## src/rtl/fxp8s_pkg.sv

```systemverilog
// Shared FXP8S definitions: operand format, sequencer state encoding and a
// counter-width helper.
package fxp8s_pkg;

  localparam int FXP8S_WIDTH   = 8;
  localparam int FXP8S_LSB_POW = -3;

  typedef enum logic [2:0] {
    ST_IDLE  = 3'd0,
    ST_CLR   = 3'd1,
    ST_ROW   = 3'd2,
    ST_COL   = 3'd3,
    ST_DRAIN = 3'd4,
    ST_CAPT  = 3'd5,
    ST_RESP  = 3'd6
  } seq_state_e;

  // Bits needed to count 0..n-1, never less than 1.
  function automatic int clog2(input int n);
    int r;
    r = 0;
    while ((1 << r) < n) r++;
    return (r < 1) ? 1 : r;
  endfunction

endpackage

```

## src/rtl/fxp8s_pe_seq.sv

```systemverilog
// Job sequencer for one fxp8s_pe lane: clear, row beats, column beats, drain,
// capture, respond. Optional job counter enabled by `define FXP8S_SEQ_PERF_EN.
module fxp8s_pe_seq
  import fxp8s_pkg::*;
#(
  parameter int VEC_LEN   = 3,
  parameter int MUL_LAT   = 1,
  parameter int DRAIN_CYC = MUL_LAT + 2
) (
  input  logic                   clk,
  input  logic                   rstn,
  input  logic                   s_valid,
  output logic                   s_ready,
  input  logic [FXP8S_WIDTH-1:0] s_data,
  output logic                   pe_rstn,
  output logic                   pe_in_row,
  output logic                   pe_en_in,
  output logic [FXP8S_WIDTH-1:0] pe_in_data,
  output logic                   pe_en_out,
  input  logic [FXP8S_WIDTH-1:0] pe_out_data,
  output logic                   res_valid,
  input  logic                   res_ready,
  output logic [FXP8S_WIDTH-1:0] res_data,
`ifdef FXP8S_SEQ_PERF_EN
  output logic [15:0]            job_cnt,
`endif
  output logic                   busy
);

  localparam int BW = clog2(VEC_LEN);
  localparam int DW = clog2(DRAIN_CYC);
  localparam logic [BW-1:0] BEAT_LAST  = BW'(VEC_LEN - 1);
  localparam logic [DW-1:0] DRAIN_LAST = DW'(DRAIN_CYC - 1);

  seq_state_e    state, state_nxt;
  logic [BW-1:0] beat_cnt, beat_nxt;
  logic [DW-1:0] drain_cnt, drain_nxt;

  always_ff @(posedge clk) begin
    if (!rstn) begin
      state     <= ST_IDLE;
      beat_cnt  <= '0;
      drain_cnt <= '0;
      res_data  <= '0;
    end else begin
      state     <= state_nxt;
      beat_cnt  <= beat_nxt;
      drain_cnt <= drain_nxt;
      if (state == ST_CAPT) res_data <= pe_out_data;
    end
  end

  always_comb begin
    state_nxt = state;
    beat_nxt  = beat_cnt;
    drain_nxt = drain_cnt;
    s_ready   = 1'b0;
    pe_in_row = 1'b0;
    pe_en_out = 1'b0;
    res_valid = 1'b0;
    case (state)
      ST_IDLE: if (s_valid) state_nxt = ST_CLR;
      ST_CLR: begin
        beat_nxt  = '0;
        state_nxt = ST_ROW;
      end
      ST_ROW, ST_COL: begin
        s_ready   = 1'b1;
        pe_in_row = (state == ST_ROW);
        if (s_valid) begin
          if (beat_cnt == BEAT_LAST) begin
            beat_nxt  = '0;
            drain_nxt = '0;
            state_nxt = (state == ST_ROW) ? ST_COL : ST_DRAIN;
          end else begin
            beat_nxt = beat_cnt + BW'(1);
          end
        end
      end
      ST_DRAIN: begin
        if (drain_cnt == DRAIN_LAST) begin
          drain_nxt = '0;
          state_nxt = ST_CAPT;
        end else begin
          drain_nxt = drain_cnt + DW'(1);
        end
      end
      ST_CAPT: begin
        pe_en_out = 1'b1;
        state_nxt = ST_RESP;
      end
      ST_RESP: begin
        res_valid = 1'b1;
        if (res_ready) state_nxt = ST_IDLE;
      end
      default: state_nxt = ST_IDLE;
    endcase
  end

  // Operand is gated outside ROW/COL so the PE bus idles at zero.
  assign pe_en_in   = s_valid & s_ready;
  assign pe_in_data = s_ready ? s_data : '0;
  assign pe_rstn    = rstn & (state != ST_CLR);
  assign busy       = (state != ST_IDLE);

`ifdef FXP8S_SEQ_PERF_EN
  always_ff @(posedge clk) begin
    if (!rstn) begin
      job_cnt <= '0;
    end else if (res_valid && res_ready && (job_cnt != '1)) begin
      job_cnt <= job_cnt + 16'd1;
    end
  end
`endif

endmodule

```

## config.mk

```make
export PLATFORM = sky130hd
export DESIGN_NAME = fxp8s_pe_seq
export DESIGN_NICKNAME = d
export VERILOG_FILES = /design/src/rtl/fxp8s_pkg.sv /design/src/rtl/fxp8s_pe_seq.sv
export SDC_FILE = /design/constraint.sdc
export NUM_CORES = 1
export LEC_CHECK = 0
export BUFFER_PORTS_ARGS = -buffer_cell sky130_fd_sc_hd__buf_4
export CELL_PAD_IN_SITES_DETAIL_PLACEMENT = 0
export CELL_PAD_IN_SITES_GLOBAL_PLACEMENT = 1
export CORE_ASPECT_RATIO = 0.5
export CORE_MARGIN = 3
export CORE_UTILIZATION = 27
export DETAILED_ROUTE_END_ITERATION = 16
export PLACE_DENSITY = 0.73
export SYNTH_ARGS = -nofsm -noshare
export SYNTH_HDL_FRONTEND = slang
export SYNTH_SLANG_ARGS = --single-unit
export TNS_END_PERCENT = 1
```

## constraint.sdc

```tcl
create_clock -name clk -period 1.5 [get_ports clk]
set_clock_uncertainty 0.2 [all_clocks]
set_input_delay 0 -clock clk [delete_from_list [all_inputs] [get_ports clk]]
set_output_delay 0 -clock clk [all_outputs]
set_load 0.005 [all_outputs]
```

==> results.md, run 1 <==
* Status: finished, violations left
* Failing checks: negative setup slack
* Final Non-Filler Cells at ~190
* WL final at ~2300 um
* Area contributors post-synth: dfxtp_1 (38%), mux2i_1 (11%), and2_1 (7.1%), nor2b_1 (7.1%), a21boi_0 (2.8%)
* Num CTS Buffers at 3
* Net Count, Synth at roughly 110
* Clk_lat worst skew at ~250 ps
* Relative slew slack at 0.890
* Boundary Pins at 43
* ANT nets after route at 0
* Layout net count at 171
* Max VDD drop at 317 uV
* Reg clk slew, reported paths at ~60 ps
* Reg2Reg Depth at 3
* Max Cap Viol at 0
* CP endpoint kind: flip-flop
* Syn Area/Cell at roughly 9.0 um2
* Fillers at between 200 and 300
* All-Layer GR Usage at 0.132
* Pins Over Slew Limit at 0
* I/O Buffers at between 40 and 50
* Die W at roughly 83 um
* Initial antenna violation count at 0
* P&R area growth vs syn at 78.4%
* Final worst path period share at 1.00
* DRC at 0
* Sequential standard cell area at 303 um2
* Post-Syn Instances at roughly 90
* Distinct cells, synth at 31
* Number of H-tree levels at 1
* Grt ovf at 0
* Post-Synthesis Cell Area at slightly below 800 um2
* Dpl ws at -25.8 ps
* RSZ-0062 raised after global routing: yes
* Post-layout min period at roughly 1500 ps
* Worst-Margin Slew at 160 ps
* Cell count along the critical path at 3
* Most common cell after layout, fill and taps aside: buf_4
* Worst-path cell chain: or3b_4, or3b_1, a21boi_1
* CTS tree: done
* Worst Path Buf+Inv at 0
* # rows at 13
* Root Driver: clkbuf_8
* Gpl congestion at 0.684
* Fraction of layout cells with a size suffix above 1 at 0.440
* Worst-path maximum fanout at 5
* Startpoint Class: flip-flop
* WP data required at about 1500 ps
* Final Cell Area at roughly 1400 um2
* Die area at ~3700 um2
* Post-synth top area share at 0.379
* First-pass GRT wire length at between 3000 and 4000 um
* Largest net degree at the start of global routing at 17
* Placed inst area at between 1000 and 1500 um2
* Pwr dens at ~750 nW/um2
* Clock sink total at 15
* Area leader, netlist: dfxtp_1
* Crit path from: state[2]$_SDFFE_PN0P_
* Setup ws final at -5.87 ps
* Antenna Cells at 0
* Kind of critical path: reg2reg
* Hold WS at approximately 73 ps
* Critical R2R Capture: drain_cnt[1]$_SDFFE_PN0P_
* CP max stage delay at just over 400 ps
* Area of the multi-input gates at 462 um2
* Vias per cell at roughly 4.6
* Inst Count DP at 170
* Commonest cells after routing, fill and taps aside: buf_4 (45), dfxtp_1 (13), dlygate4sd3_1 (11)
* R2R Setup Slk at -6 ps
* Fraction of the yosys area taken by sequential cells at 0.379
* Critical path destination: drain_cnt[1]$_SDFFE_PN0P_
* P_leak at between 0.6 and 0.7 nW
* Initial Utilization at 0.294
* Final hold violations at 0
* Initial DRC count at 43
* Longest Clk Path Bufs at 2
* Synthesized flop and latch total at 15
* Routed WL per cell at 12.2 um
* Number of global-route vias before repair at 829
* TNS Setup at -9.19 ps
* First-pass DRT Iterations at 3
* Worst hold-check path type: in2out
* Synth warnings at 0
* Final Setup Violations at 5
* Top cell family by delay on the critical path: simple AND/OR/NAND/NOR gates
* Detail Placement HPWL at 1530 um
* Crit path DAT at about 1500 ps
* Fmax at roughly 660 MHz
* Crit-path slowest cell: or3b_4
* Via count at 855
* Reg2Reg Launch Point: state[2]$_SDFFE_PN0P_
* Core box area at 2700 um2
* Vert. Die Dim at roughly 44 um
-- report_power, final --
group / internal [mW] / switching, mW
sequential: 0.410 / 0.00988
combinational: 0.191 / 0.111
clock: 0.184 / 0.150
total: 0.786 / 0.271
-- flip-flops by register name (all words and copies together) (netlist names) --
name,flops
beat_cnt,2
state,3
drain_cnt,2
res_data,8
-- how the worst min path moves through the flow --
stage / depth (start not counted) / start / to
global route: 3 / s_data[5] / pe_in_data[5]
finish: 3 / s_data[6] / pe_in_data[6]
floorplan: 1 / s_valid / pe_en_in
global placement: 3 / pe_out_data[1] / res_data[1]$_SDFFE_PN0N_
CTS: 3 / s_data[6] / pe_in_data[6]
detailed placement: 3 / pe_out_data[7] / res_data[7]$_SDFFE_PN0N_
-- metal layers --
| metal | vias up | global-route usage | share of wire |
|---|---|---|---|
| li1 | 431 | - | - |
| met1 | 384 | 0.157 | 0.45 |
| met2 | 36 | 0.220 | 0.45 |
| met3 | 4 | 0.0488 | 0.084 |
| met4 | 0 | 0.0489 | 0.011 |
| met5 | - | 0 | 0 |
-- worst register-to-register path: stages, from the launching register on --
cell and delay [ps]:
dfxtp_2 340, or3b_4 410, or3b_1 360, a21boi_1 130
-- Yosys cell counts --
| master | number |
|---|---|
| dfxtp_1 | 15 |
| and2_1 | 9 |
| mux2i_1 | 9 |
| nor2b_1 | 9 |
| a21boi_0 | 3 |
| and3_1 | 3 |
| clkbuf_1 | 3 |
| inv_1 | 3 |
| nand3b_1 | 3 |
| o21ai_0 | 3 |
| buf_2 | 2 |
| nand2b_1 | 2 |
| nand3_1 | 2 |
| nor2_1 | 2 |
| nor3_1 | 2 |
| o211ai_1 | 2 |
| or3_1 | 2 |
| a211oi_1 | 1 |
| a21boi_1 | 1 |
| a21oi_1 | 1 |
| a22o_1 | 1 |
| a31oi_1 | 1 |
| buf_6 | 1 |
| nand2_1 | 1 |
| nand4b_1 | 1 |
| o21a_1 | 1 |
| o221ai_1 | 1 |
| o31a_1 | 1 |
| or2b_1 | 1 |
| or3b_1 | 1 |
| or3b_4 | 1 |
-- through the flow --
step | power [mW] | utilization
floorplan | 0.534 | -
global placement | 0.665 | 0.445
detailed placement | 0.667 | 0.445
CTS | 1.04 | 0.508
global route | 1.12 | 0.524
finish | 1.06 | 0.524
-- what timing repair did --
action | 4_1_cts | 5_1_grt
hold endpoints to repair | 15 | 0
resized for setup | 4 | 13
pin swaps | 2 | 6
buffers inserted | 1 | 0
hold buffers | 11 | 0
cloned | 0 | 1
setup endpoints to repair | 12 | 15
-- layout make-up --
type / instances / area share
repair buffers: 64 / 0.386
multi-input cells: 64 / 0.326
clock inverters: 1 / 0.00354
well taps: 37 / 0.0327
flip-flops and latches: 15 / 0.214
clock buffers: 3 / 0.0292
inverters: 3 / 0.00796
-- kinds of logic after synthesis --
group	Yosys count	synth area share
mux	9	0.114
compound gates	16	0.142
simple gates	39	0.311
buf+inv	9	0.0552
flops	15	0.379
Note: power is estimated with default switching activity, not from simulation.
==> run 2, diff against run 1 <==
Settings changed: CORE_ASPECT_RATIO 0.5 to unset, CORE_UTILIZATION 27 to 32, PLACE_DENSITY 0.73 to 0.81.
Clock period 1.5 ns to 1.8 ns, I/O delays scaled along.
==> run 2 against run 1 <==
  * The run now ends clean
  * Hold slack worse by 1.8 ps
  * Routed wire length down 6.2%
  * Sequential share of layout area up 1.8 points
  * Worst setup slack better by 130 ps
  * Sequential power down 15%
  * Cell count down 6.4%
  * Clock power down 42%
  * Non-clock buffer count down 3
==> results.md, run 2 (same netlist as run 1, synthesis figures left out) <==
* Largest Register: res_data (unchanged)
* Largest net degree at the start of global routing at 17 (unchanged)
* WL final at 2130 um (was 2280 um)
* First-pass DRT Iterations at 4 (was 3)
* Largest register FFs at 8 (unchanged)
* Number of global-route vias before repair at 785 (was 829)
* Kind of critical path: reg2out (was reg2reg)
* Vert. Die Dim at 55.8 um (was 44.3 um)
* I/O Buffers at 42 (unchanged)
* Psw at 0.196 mW (was 0.271 mW)
* Max VDD drop at 485 uV (was 317 uV)
* First-pass GRT wire length at 3610 um (was 3570 um)
* Most used cell, CP: buf_4
* Placed inst area at 1140 um2 (was 1200 um2)
* Crit path DAT at 1480 ps (was 1490 ps)
* Pins Over Slew Limit at 0 (unchanged)
* Grt ovf at 0 (unchanged)
* Final Setup Violations at 0 (was 5)
* ANT nets after route at 0 (unchanged)
* Antenna Cells at 0 (unchanged)
* Area of the multi-input gates at 449 um2 (was 462 um2)
* CTS tree: done (unchanged)
* Relative slew slack at 0.848 (was 0.890)
* Fmax at 596 MHz
* Layout net count at 168 (was 171)
* Sequential share of power at 0.475 (was 0.398)
* Initial Utilization at 0.349 (was 0.294)
* Fillers at 199 (was 267)
* CP endpoint kind: output pin (was flip-flop)
* Detail Placement HPWL at 1570 um (was 1530 um)
* Clk_lat worst skew at 280 ps (was 250 ps)
* TNS Setup at 0 ps (was -9.19 ps)
* Num CTS Buffers at 3 (unchanged)
* Die area at 3110 um2 (was 3660 um2)
* Worst hold-check path type: in2out (unchanged)
* Worst-path maximum fanout at 10 (was 5)
* Crit-path slowest cell: dfxtp_4 (was or3b_4)
* Final worst path period share at 0.931
* Number of H-tree levels at 1 (unchanged)
* R2R Setup Slk at 190 ps (was -6 ps)
* Largest regs: res_data: 8 flops, state: 3 flops (unchanged)
* Most common cell after layout, fill and taps aside: buf_4 (unchanged)
* Internal at 0.551 mW (was 0.786 mW)
* Boundary Pins at 43 (unchanged)
* P_leak at 0.648 nW (was 0.698 nW)
* Status: finished clean (was finished, violations left)
* Root Driver: clkbuf_4 (was clkbuf_8)
* Initial DRC count at 11 (was 43)
* Gpl congestion at 0.715 (was 0.684)
* Via count at 818 (was 855)
* Worst-Margin Slew at 227 ps (was 160 ps)
* DRC at 0 (unchanged)
* Sequential standard cell area at 304 um2 (was 303 um2)
* P&R area growth vs syn at 65.3% (was 78.4%)
* Longest Clk Path Bufs at 2 (unchanged)
* All-Layer GR Usage at 0.141 (was 0.132)
* Routed WL per cell at 12.2 um (about the same)
* Initial antenna violation count at 0 (unchanged)
* Max Cap Viol at 0 (unchanged)
* Final hold violations at 0 (unchanged)
* WP data required at 1600 ps (was 1480 ps)
* Clock sink total at 15 (unchanged)
* Die W at 55.8 um (was 82.7 um)
* CP max stage delay at 400 ps (was 410 ps)
* Logic pwr share at 0.264 (was 0.286)
* Fraction of layout cells with a size suffix above 1 at 0.381 (was 0.440)
* Core box area at 2280 um2 (was 2700 um2)
* Pwr dens at 569 nW/um2 (was 747 nW/um2)
* Vias per cell at 4.67 (was 4.57)
* RSZ-0062 raised after global routing: no (was yes)
* # rows at 17 (was 13)
* Post-layout min period at 1680 ps
* Commonest cells after routing, fill and taps aside: buf_4 (50), dfxtp_1 (14), dlygate4sd3_1 (11) (was buf_4 (45), dfxtp_1 (13), dlygate4sd3_1 (11))
* Worst-path cell chain: or2b_1, inv_2, buf_4, and2_1, buf_4 (was or3b_4, or3b_1, a21boi_1)
* Startpoint Class: flip-flop (unchanged)
* Clk pwr share at 0.261 (was 0.316)
* Reg clk slew, reported paths at 90 ps (was 60 ps)
* Switch share at 0.262 (was 0.256)
* Final Cell Area at 1310 um2 (was 1420 um2)
==> run 2: layout make-up <==
cell class | instances | share of cell area
Sequential cell | 15 | 0.232
Multi-Input combinational cell | 64 | 0.343
Tap cell | 28 | 0.0267
Timing Repair Buffer | 61 | 0.370
Inverter | 3 | 0.00859
Clock buffer | 4 | 0.0200
==> run 2: critical path: cells and delay by family, from the launching register on <==
family                 cells  cell delay [ps]
buffers and inverters      3              370
flip-flops                 1              400
AND/OR/NAND/NOR            2              420
==> run 2: metrics by stage <==
stage / power [mW] / setup WS (ps) / cells / util / hold WS (ps)
6_report: 0.747 / 123 / 175 / 0.576 / 71.4
5_1_grt: 0.792 / 9.12 / 175 / 0.576 / 87.5
4_1_cts: 0.757 / 5.47 / 171 / 0.562 / 72.5
3_5_place_dp: 0.539 / 225 / 156 / 0.501 / 64.1
3_3_place_gp: 0.537 / 271 / 156 / 0.501 / 55.4
2_1_floorplan: 0.445 / 271 / 88 / - / -89.7
==> run 2: timing repair <==
action | 4_1_cts | 5_1_grt
setup endpoints to repair | 10 | 10
setup buffers | 0 | 4
endpoints found under the hold margin | 15 | 0
hold buffers | 11 | 0
resized for setup | 1 | 2
==> run 2: power by group through the flow <==
stage                     clock, mW  sequential [mW]  combinational (mW)
after floorplan                   0            0.353              0.0918
after global placement            0            0.360               0.176
after detailed placement          0            0.361               0.178
after CTS                     0.205            0.354               0.197
after global routing          0.216            0.357               0.218
final                         0.195            0.355               0.197
==> run 2: path summary, 6_finish.rpt <==
check,cells after the start,startpoint,end
setup reg to reg,3,state[2]$_SDFFE_PN0P_,drain_cnt[1]$_SDFFE_PN0P_
setup / recovery,5,state[1]$_SDFFE_PN0P_,pe_in_data[1]
hold / removal,3,s_data[7],pe_in_data[7]
hold reg to reg,2,beat_cnt[0]$_SDFFE_PN0P_,beat_cnt[0]$_SDFFE_PN0P_
==> run 2: metal layers <==
metal	vias to the layer above	share of wire	track usage
li1	425	-	-
met1	384	0.46	0.174
met2	9	0.51	0.242
met3	0	0.032	0.0418
met4	0	0	0.0313
met5	-	0	0
